### src/rtl/qint_vector_pkg.sv
// Shared definitions for the QBUS interrupt-vector responder:
// state encoding, default timing constants and the DAL word builder.
package qint_vector_pkg;

    typedef enum logic [2:0] {
        IDLE,
        SETUP,
        REPLY,
        HOLD,
        WAIT_REL
    } state_e;

    localparam int unsigned CNT_W            = 16;
    localparam int unsigned DEF_SETUP_CYCLES = 3;
    localparam int unsigned DEF_DIN_TIMEOUT  = 200;

    // The configured bits sit at [8:2]; the vector is always longword aligned.
    function automatic logic [15:0] vector_word(input logic [8:2] vec);
        return {7'b0, vec, 2'b00};
    endfunction

endpackage

### src/rtl/qint_vector_if.sv
// QBUS-side signals of the vector responder: init/DIN in, DAL data and RPLY out.
interface qint_vector_if;
    logic        RINIT;
    logic        RDIN;
    logic [15:0] TDAL;
    logic        TDAL_en;
    logic        TRPLY;

    modport master (output RINIT, RDIN, input TDAL, TDAL_en, TRPLY);
    modport slave  (input RINIT, RDIN, output TDAL, TDAL_en, TRPLY);
endinterface

### src/rtl/qint_vector_qsync.sv
// Two-flop synchronizer for a single asynchronous level into the clk domain.
module qsync (
    input  logic clk,
    input  logic reset_n,
    input  logic d,
    output logic q
);
    logic meta_q;
    logic sync_q;

    // NOTE: sequential state uses non-blocking assignments so every flop samples pre-edge values.
    always_ff @(posedge clk or negedge reset_n) begin
        if (!reset_n) begin
            meta_q <= 1'b0;
            sync_q <= 1'b0;
        end else begin
            meta_q <= d;
            sync_q <= meta_q;
        end
    end

    assign q = sync_q;
endmodule

### src/rtl/qint_vector.sv
// QBUS interrupt-acknowledge responder: drives the vector on DAL, answers DIN
// with RPLY, and reports service (vector_taken) or a stuck DIN (din_timeout).
module qint_vector
    import qint_vector_pkg::*;
#(
    parameter int unsigned SETUP_CYCLES = DEF_SETUP_CYCLES,
    parameter int unsigned DIN_TIMEOUT  = DEF_DIN_TIMEOUT
) (
    input  logic               clk,
    input  logic               reset_n,
    qint_vector_if.slave       bus,
    input  logic               assert_vector,
    input  logic [8:2]         vector,
    output logic               vector_taken,
    output logic               din_timeout
);
    logic rinit_s, rdin_s, av_s;

    qsync u_sync_rinit (.clk(clk), .reset_n(reset_n), .d(bus.RINIT),    .q(rinit_s));
    qsync u_sync_rdin  (.clk(clk), .reset_n(reset_n), .d(bus.RDIN),     .q(rdin_s));
    qsync u_sync_av    (.clk(clk), .reset_n(reset_n), .d(assert_vector), .q(av_s));

    state_e             state_q, state_d;
    logic [CNT_W-1:0]   cnt_q, cnt_d;
    logic [15:0]        tdal_q, tdal_d;
    logic               tdal_en_q, tdal_en_d;
    logic               trply_q, trply_d;
    logic               taken_q, taken_d;
    logic               dto_q, dto_d;

    // NOTE: every always_comb output gets a default first so no path can infer a latch.
    always_comb begin
        state_d = state_q;
        cnt_d   = cnt_q;
        dto_d   = dto_q;

        if (rinit_s) begin
            state_d = IDLE;
            cnt_d   = '0;
            dto_d   = 1'b0;
        end else begin
            case (state_q)
                IDLE: begin
                    if (av_s && rdin_s) begin
                        state_d = SETUP;
                        cnt_d   = CNT_W'(SETUP_CYCLES - 1);
                    end
                end
                SETUP: begin
                    // A withdrawn request abandons the cycle before RPLY is ever driven.
                    if (!av_s) begin
                        state_d = IDLE;
                        cnt_d   = '0;
                    end else if (cnt_q == '0) begin
                        state_d = REPLY;
                    end else begin
                        cnt_d = cnt_q - 1'b1;
                    end
                end
                REPLY: begin
                    if (!rdin_s) begin
                        state_d = HOLD;
                        cnt_d   = '0;
                    end else if (cnt_q == CNT_W'(DIN_TIMEOUT - 1)) begin
                        state_d = HOLD;
                        cnt_d   = '0;
                        dto_d   = 1'b1;
                    end else begin
                        cnt_d = cnt_q + 1'b1;
                    end
                end
                HOLD:     state_d = WAIT_REL;
                WAIT_REL: if (!av_s && !rdin_s) state_d = IDLE;
                default:  state_d = IDLE;
            endcase
        end
    end

    // Outputs decode the next state so they are registered and line up with it.
    always_comb begin
        tdal_en_d = (state_d == SETUP) || (state_d == REPLY) || (state_d == HOLD);
        trply_d   = (state_d == REPLY);
        taken_d   = (state_q == HOLD) && (state_d == WAIT_REL);
        if (state_d == IDLE)       tdal_d = '0;
        else if (state_q == IDLE)  tdal_d = vector_word(vector);
        else                       tdal_d = tdal_q;
    end

    always_ff @(posedge clk or negedge reset_n) begin
        if (!reset_n) begin
            state_q   <= IDLE;
            cnt_q     <= '0;
            tdal_q    <= '0;
            tdal_en_q <= 1'b0;
            trply_q   <= 1'b0;
            taken_q   <= 1'b0;
            dto_q     <= 1'b0;
        end else begin
            state_q   <= state_d;
            cnt_q     <= cnt_d;
            tdal_q    <= tdal_d;
            tdal_en_q <= tdal_en_d;
            trply_q   <= trply_d;
            taken_q   <= taken_d;
            dto_q     <= dto_d;
        end
    end

    assign bus.TDAL    = tdal_q;
    assign bus.TDAL_en = tdal_en_q;
    assign bus.TRPLY   = trply_q;
    assign vector_taken = taken_q;
    assign din_timeout  = dto_q;
endmodule

### src/flat_wrapper.sv
// flat-port wrapper written by rule: the top's interface ports become plain ports
module qint_vector_flat import qint_vector_pkg::*;
#(
    parameter int unsigned SETUP_CYCLES = DEF_SETUP_CYCLES,
    parameter int unsigned DIN_TIMEOUT  = DEF_DIN_TIMEOUT
)
  (clk, reset_n, assert_vector, vector, vector_taken, din_timeout, bus_RINIT, bus_RDIN, bus_TDAL, bus_TDAL_en, bus_TRPLY);
  qint_vector_if bus_i ();
  input  logic clk;
  input  logic reset_n;
  input  logic assert_vector;
  input  logic [8:2] vector;
  output logic vector_taken;
  output logic din_timeout;
  input wire logic [$bits(bus_i.RINIT)-1:0] bus_RINIT;
  input wire logic [$bits(bus_i.RDIN)-1:0] bus_RDIN;
  output wire logic [$bits(bus_i.TDAL)-1:0] bus_TDAL;
  output wire logic [$bits(bus_i.TDAL_en)-1:0] bus_TDAL_en;
  output wire logic [$bits(bus_i.TRPLY)-1:0] bus_TRPLY;
  assign bus_i.RINIT = bus_RINIT;
  assign bus_i.RDIN = bus_RDIN;
  assign bus_TDAL = bus_i.TDAL;
  assign bus_TDAL_en = bus_i.TDAL_en;
  assign bus_TRPLY = bus_i.TRPLY;
  qint_vector #(.SETUP_CYCLES(SETUP_CYCLES), .DIN_TIMEOUT(DIN_TIMEOUT)) u_core (.clk(clk), .reset_n(reset_n), .bus(bus_i), .assert_vector(assert_vector), .vector(vector), .vector_taken(vector_taken), .din_timeout(din_timeout));
endmodule
### config.mk
export PLATFORM = sky130hd
export DESIGN_NAME = qint_vector_flat
export DESIGN_NICKNAME = d
export VERILOG_FILES = /design/src/rtl/qint_vector_pkg.sv /design/src/rtl/qint_vector_if.sv /design/src/rtl/qint_vector_qsync.sv /design/src/rtl/qint_vector.sv /design/src/flat_wrapper.sv
export SDC_FILE = /design/constraint.sdc
export NUM_CORES = 1
export LEC_CHECK = 0
export ABC_CLOCK_PERIOD_IN_PS = 4300
export BUFFER_PORTS_ARGS = -buffer_cell sky130_fd_sc_hd__buf_4
export CORE_MARGIN = 1
export CORE_UTILIZATION = 55
export DETAILED_ROUTE_END_ITERATION = 10
export PLACE_DENSITY_LB_ADDON = 0.1
export SETUP_SLACK_MARGIN = 0.15
export SYNTH_ARGS = -nofsm -noshare
export SYNTH_HDL_FRONTEND = slang
export SYNTH_SLANG_ARGS = --single-unit
### constraint.sdc
create_clock -name clk -period 4.3 [get_ports clk]
set_input_delay 0 -clock clk [delete_from_list [all_inputs] [get_ports clk]]
set_output_delay 0 -clock clk [all_outputs]
set_load 0.1 [all_outputs]
### Yosys cells after proc, flatten, opt, wreduce, memory -nomap -nowiden

Index checks and enable logic that the tools add are counted.

| word-level totals | value |
|---|---|
| logic and storage cells | 64 |
| output and inout port bits | 20 |
| input port bits | 12 |
| register bits | 45 |

| operators by class | value |
|---|---|
| reduce and logical (&&, ||, !) cells | 17 |
| eq/ne operators | 11 |
| muxes and demuxes | 21 |
| add/subtract/negate cells | 2 |

Operators with widths:

| cell | count |
|---|---|
| $mux W16 | 8 |
| $pmux W16 S3 | 1 |
| $mux W3 | 7 |
| $add A16 B1 Y16 const B | 1 |
| $eq A16 B8 Y1 const B | 1 |
| $logic_not A16 Y1 | 1 |
| $sub A16 B1 Y16 const B | 1 |
| $pmux W3 S5 | 1 |
| $eq A3 B2 Y1 const B | 4 |
| $reduce_bool A2 Y1 | 4 |
| $eq A3 B1 Y1 const B | 2 |
| $eq A3 B3 Y1 const B | 2 |
| $logic_not A3 Y1 | 2 |
| $reduce_and A3 Y1 | 2 |
| $mux W1 | 4 |
| $ne A4 B4 Y1 const B | 1 |
| $reduce_bool A4 Y1 | 1 |
| $logic_and A1 B1 Y1 | 3 |
| $ne A3 B2 Y1 const B | 1 |
| $logic_not A1 Y1 | 2 |
| $logic_or A1 B1 Y1 | 2 |

### Logic depth before layout (Yosys ltp)

| logic depth | value |
|---|---|
| word-level depth | 8 |
| depth in mapped cells | 10 |
| mapped depth without buffers | 7 |

### Hierarchy

Synthesis repeated with hierarchy kept, for this count alone.

| unflattened totals | value |
|---|---|
| cell total of the unflattened synthesis | 273 |
| area total of the unflattened synthesis | 2418.6 µm² |

By module, submodules not included:

| module | area each (µm²) | times used | sequential area each (µm²) | cells an instance |
|---|---|---|---|---|
| qint_vector | 2268.4 | 1 | 750.7 | 267 |
| qsync | 50.0 | 3 | 50.0 | 2 |

### Least setup slack after synthesis

Ideal clock, no wire load.

| timing path | value |
|---|---|
| path kind | register to register |
| start | reg u_core.cnt_q[0] |
| end | reg u_core.cnt_q[10] |
| stages on the path, launching flop included | 10 |
| buffers on the path | 2 |
| arrival | 2.041 ns |
| setup slack | 2.138 ns |
| period minus slack after synthesis | 2.162 ns |
| setup time | 0.121 ns |
| path through | dfrtp_1 -> clkbuf_1 -> inv_1 -> ha_1 -> nor3b_1 -> and4_1 -> clkbuf_1 -> a21boi_1 -> o22ai_1 -> a22o_1 |

| on the way | value |
|---|---|
| word-level cells in the longest chain between the ends | 5 |

RTL lines:

| item | line | source |
|---|---|---|
| start: declaration | qint_vector.sv:24 | `logic [CNT_W-1:0] cnt_q, cnt_d;` |
| start signal: assignment | qint_vector.sv:100 | `cnt_q <= cnt_d;` |
| $add A16 B1 Y16 (tied with other cells) | qint_vector.sv:69 | `cnt_d = cnt_q + 1'b1;` |
| $mux W16 (on tied branches) | qint_vector.sv:64, qint_vector.sv:54 |  |
| $mux W16 (on tied branches) | qint_vector.sv:61, qint_vector.sv:51 |  |
| $pmux W16 S3 | qint_vector.sv:42 | `case (state_q)` |
| $mux W16 | qint_vector.sv:37 | `if (rinit_s) begin` |

Parallel ways exist; a longest one is shown, timed or not. The select of a mux whose other input is x is not followed.
A chain may end at the register's enable or synchronous reset.

### Final worst setup path

| timing path | value |
|---|---|
| start | reg u_core.cnt_q[0] |
| end | reg u_core.cnt_q[13] |

Same word-level chain as after synthesis.

==> metrics <==
status=completed; cells on worst reg2reg path=7; Die Span Y=68.66 um; vias in the first global route=2127; Chip Width=68.66 um; total gr overflow=0; synthesized cell area=0.002444 mm2; DRT Pass-1 Iters=5; Static Leakage=1.195 nW; Mean Syn Cell Area=8.635 um2; setup TNS=0 ns; Crit Path Category=flip-flop to flip-flop; hold-fix buffers at CTS=11; initial antenna violation count=0; clock root cell=clkbuf_8; row count=23; Avg Vias per Cell=6.716; number of synthesized register bits=36; Netlist cell types=60; fraction of layout cells with a size suffix above 1=13.71%; FMAX=351.2 MHz; initial core utilization=58.97%; post-CTS resize count=0; sequential-to-total area share from yosys stat=36.87%; final hold viol count=0; Avg WL per Cell=17.97 um; H-tree Lvls=2; Vias=2344; Mapped Cells=283; DIE AREA=0.004714 mm2; CTS tree=done; critical path cell sequence=inv_1, ha_1, nor3b_1, and4_1, a21boi_0, o21ai_0, mux2i_1; GR Layer Usage met1=40.02%; WP data required=4.52 ns; r2r setup slk=1.45 ns; skew final=0.005332 ns; DR DRC count=0; Ports=32; yosys warns=0; Tcrit/Tclk final=66.22%; Final ANT Viol Nets=0; ant diodes=0; Worst VDD drop=0.0002552 V; Detailed Place HPWL=4.238 mm; Hold Crit Class=input pin to async pin; Fillers=364; postcts setup bufs=0; power per cell area=313.6 mW/mm2; Critical Path AT=3.06 ns; area of the core=0.004144 mm2; Async S/R FF share, synth=100.0%; Worst Tran Pin Value=1.288 ns; Nets=313; Clock Latency Late Sink=0.29 ns; clock tree buffer depth=2; routability congestion estimate=1.019; first-pass GRT wire length=10.29 mm; Worst path slowest cell=a21boi_0; M3 GR Usage=5.757%; DR iter-0 viols=277; Reg with most FFs=u_core.cnt_q; Num Clock Sinks=36; number of I/O port buffers=22; Critical Path Fanout Max=12; Clock transition at path regs=0.08 ns; Design Power=0.8658 mW; relative slew slack=13.33%; slowest cell delay on critical path=1.02 ns; max reg flops=16; Reg2Reg Capture Point=u_core.cnt_q[13]$_DFFE_PN0P_; met2 Use GR=47.18%; total CTS buffers=5; RSZ-0062 raised after global routing=false; Primary FF master, synth=dfrtp_1; synthesis-to-layout area growth=13.01%; endpoint class of the critical path=flip-flop; max-cap viol count=0; largest net degree at the start of global routing=37; Final setup viols=0; Pins Over Slew Limit=0; reg-to-reg startpoint=u_core.cnt_q[0]$_DFFE_PN0P_; Setup crit start kind=flip-flop; GRT busiest layer=met2; WL final=6.273 mm; GRT Overall Usage=29.96%; min cycle time layout=2.848 ns; Post-synth EDFFs=0
==> per-stage QoR <==
step	hold slack, ns	utilization (%)	setup slack [ns]	cells	area, um2
2_1_floorplan	-0.2956	-	2.138	291	2474
3_3_place_gp	-0.01070	61.29	1.706	330	2540
3_5_place_dp	-0.009236	61.29	1.598	330	2540
4_1_cts	0.2173	66.64	1.565	349	2761
5_1_grt	0.2626	66.64	1.263	349	2761
6_report	0.1958	66.64	1.452	349	2761
==> cells in the mapped netlist, types with 4 or more instances <==
master / number / area share, %
buf_4: 9 / 2.8
o211ai_1: 4 / 1.2
dfrtp_1: 36 / 37
or4_1: 7 / 2.2
nand4_1: 7 / 1.8
o32ai_1: 5 / 1.8
nand3_1: 5 / 1.0
a221oi_1: 4 / 1.4
nor3_1: 9 / 1.8
a21oi_1: 17 / 3.5
and3_1: 4 / 1.0
and4_1: 4 / 1.4
mux2i_1: 9 / 3.7
nor4_1: 11 / 2.8
a211oi_1: 4 / 1.2
nor2_1: 18 / 2.8
o21ai_0: 10 / 2.0
inv_1: 8 / 1.2
nand2_1: 24 / 3.7
o22ai_1: 5 / 1.3
clkbuf_1: 19 / 2.9
buf_2: 5 / 1.0
or2_2: 4 / 1.0
==> per-layer routing <==
layer | up-vias | wire (um)
met5 | - | 0
met4 | 0 | 218
met3 | 27 | 354
met2 | 118 | 2983
met1 | 1125 | 2716
li1 | 1074 | -
==> where the power goes <==
| group | total, mW | leakage [nW] | internal, mW | switching, mW |
|---|---|---|---|---|
| clock | 0.298 | 0.0541 | 0.172 | 0.127 |
| sequential | 0.365 | 0.485 | 0.348 | 0.0161 |
| combinational | 0.203 | 0.656 | 0.0611 | 0.142 |
==> how the worst max path moves through the flow <==
stage / from / endpoint / slack (ns)
2_1_floorplan: u_core.cnt_q[0]$_DFFE_PN0P_ / u_core.cnt_q[10]$_DFFE_PN0P_ / 2.14
3_3_place_gp: u_core.cnt_q[10]$_DFFE_PN0P_ / u_core.cnt_q[1]$_DFFE_PN0P_ / 1.71
3_5_place_dp: u_core.cnt_q[0]$_DFFE_PN0P_ / u_core.cnt_q[0]$_DFFE_PN0P_ / 1.60
4_1_cts: u_core.cnt_q[0]$_DFFE_PN0P_ / u_core.cnt_q[0]$_DFFE_PN0P_ / 1.56
5_1_grt: u_core.cnt_q[0]$_DFFE_PN0P_ / u_core.cnt_q[13]$_DFFE_PN0P_ / 1.26
6_report: u_core.cnt_q[0]$_DFFE_PN0P_ / u_core.cnt_q[13]$_DFFE_PN0P_ / 1.45
==> cells in the final DEF, fill, tap and decap left out, types with 3 or more instances in the layout <==
cell,instances
or4_1,7
nand2_1,24
and3_1,4
conb_1,9
ha_1,3
o211ai_1,4
o21a_1,3
inv_1,8
nand4_1,7
buf_4,23
nor3_1,9
nand3b_1,3
nor2_1,18
a21oi_1,17
nand3_1,5
dlygate4sd3_1,11
xnor2_1,3
clkbuf_8,5
o21ai_0,10
a221oi_1,4
xor2_1,3
dfrtp_1,36
nor4_1,11
o32ai_1,5
and4_1,4
mux2i_1,9
o22ai_1,5
nor3b_1,3
or2_2,4
a211oi_1,4
==> critical path, delay by kind of cell (launching register included) <==
family | cells | cell delay (ns)
buffers and inverters | 1 | 0.11
DFF | 1 | 0.54
muxes | 1 | 0.19
adders and majority gates | 1 | 0.20
and+or+nand+nor | 2 | 0.46
AOI/OAI and AO/OA | 2 | 1.26
==> logic make-up (layout without fill, tap and decap cells) <==
family	count (synthesis)	count (layout)	synth area share [%]
adder cells (fa/ha/maj)	3	3	1.536
AND/OR/NAND/NOR	111	111	25.96
other	1	9	0.1535
XOR/XNOR	6	6	2.151
AO/OA/AOI/OAI	75	75	21.25
flip-flops	36	36	36.87
multiplexers	9	9	3.687
buffers and inverters	42	50	8.397
==> area by class of cell <==
type                            instances  area (um2)  share of cell area [%]
Clock inverter                          3       42.54                   1.541
Timing Repair Buffer                   34       282.8                   10.24
Inverter                                8       30.03                   1.087
Multi-Input combinational cell        213        1374                   49.75
Sequential cell                        36       900.9                   32.62
Tap cell                               50       62.56                   2.266
Clock buffer                            5       68.82                   2.492
Note: power is estimated with default switching activity, not from simulation.
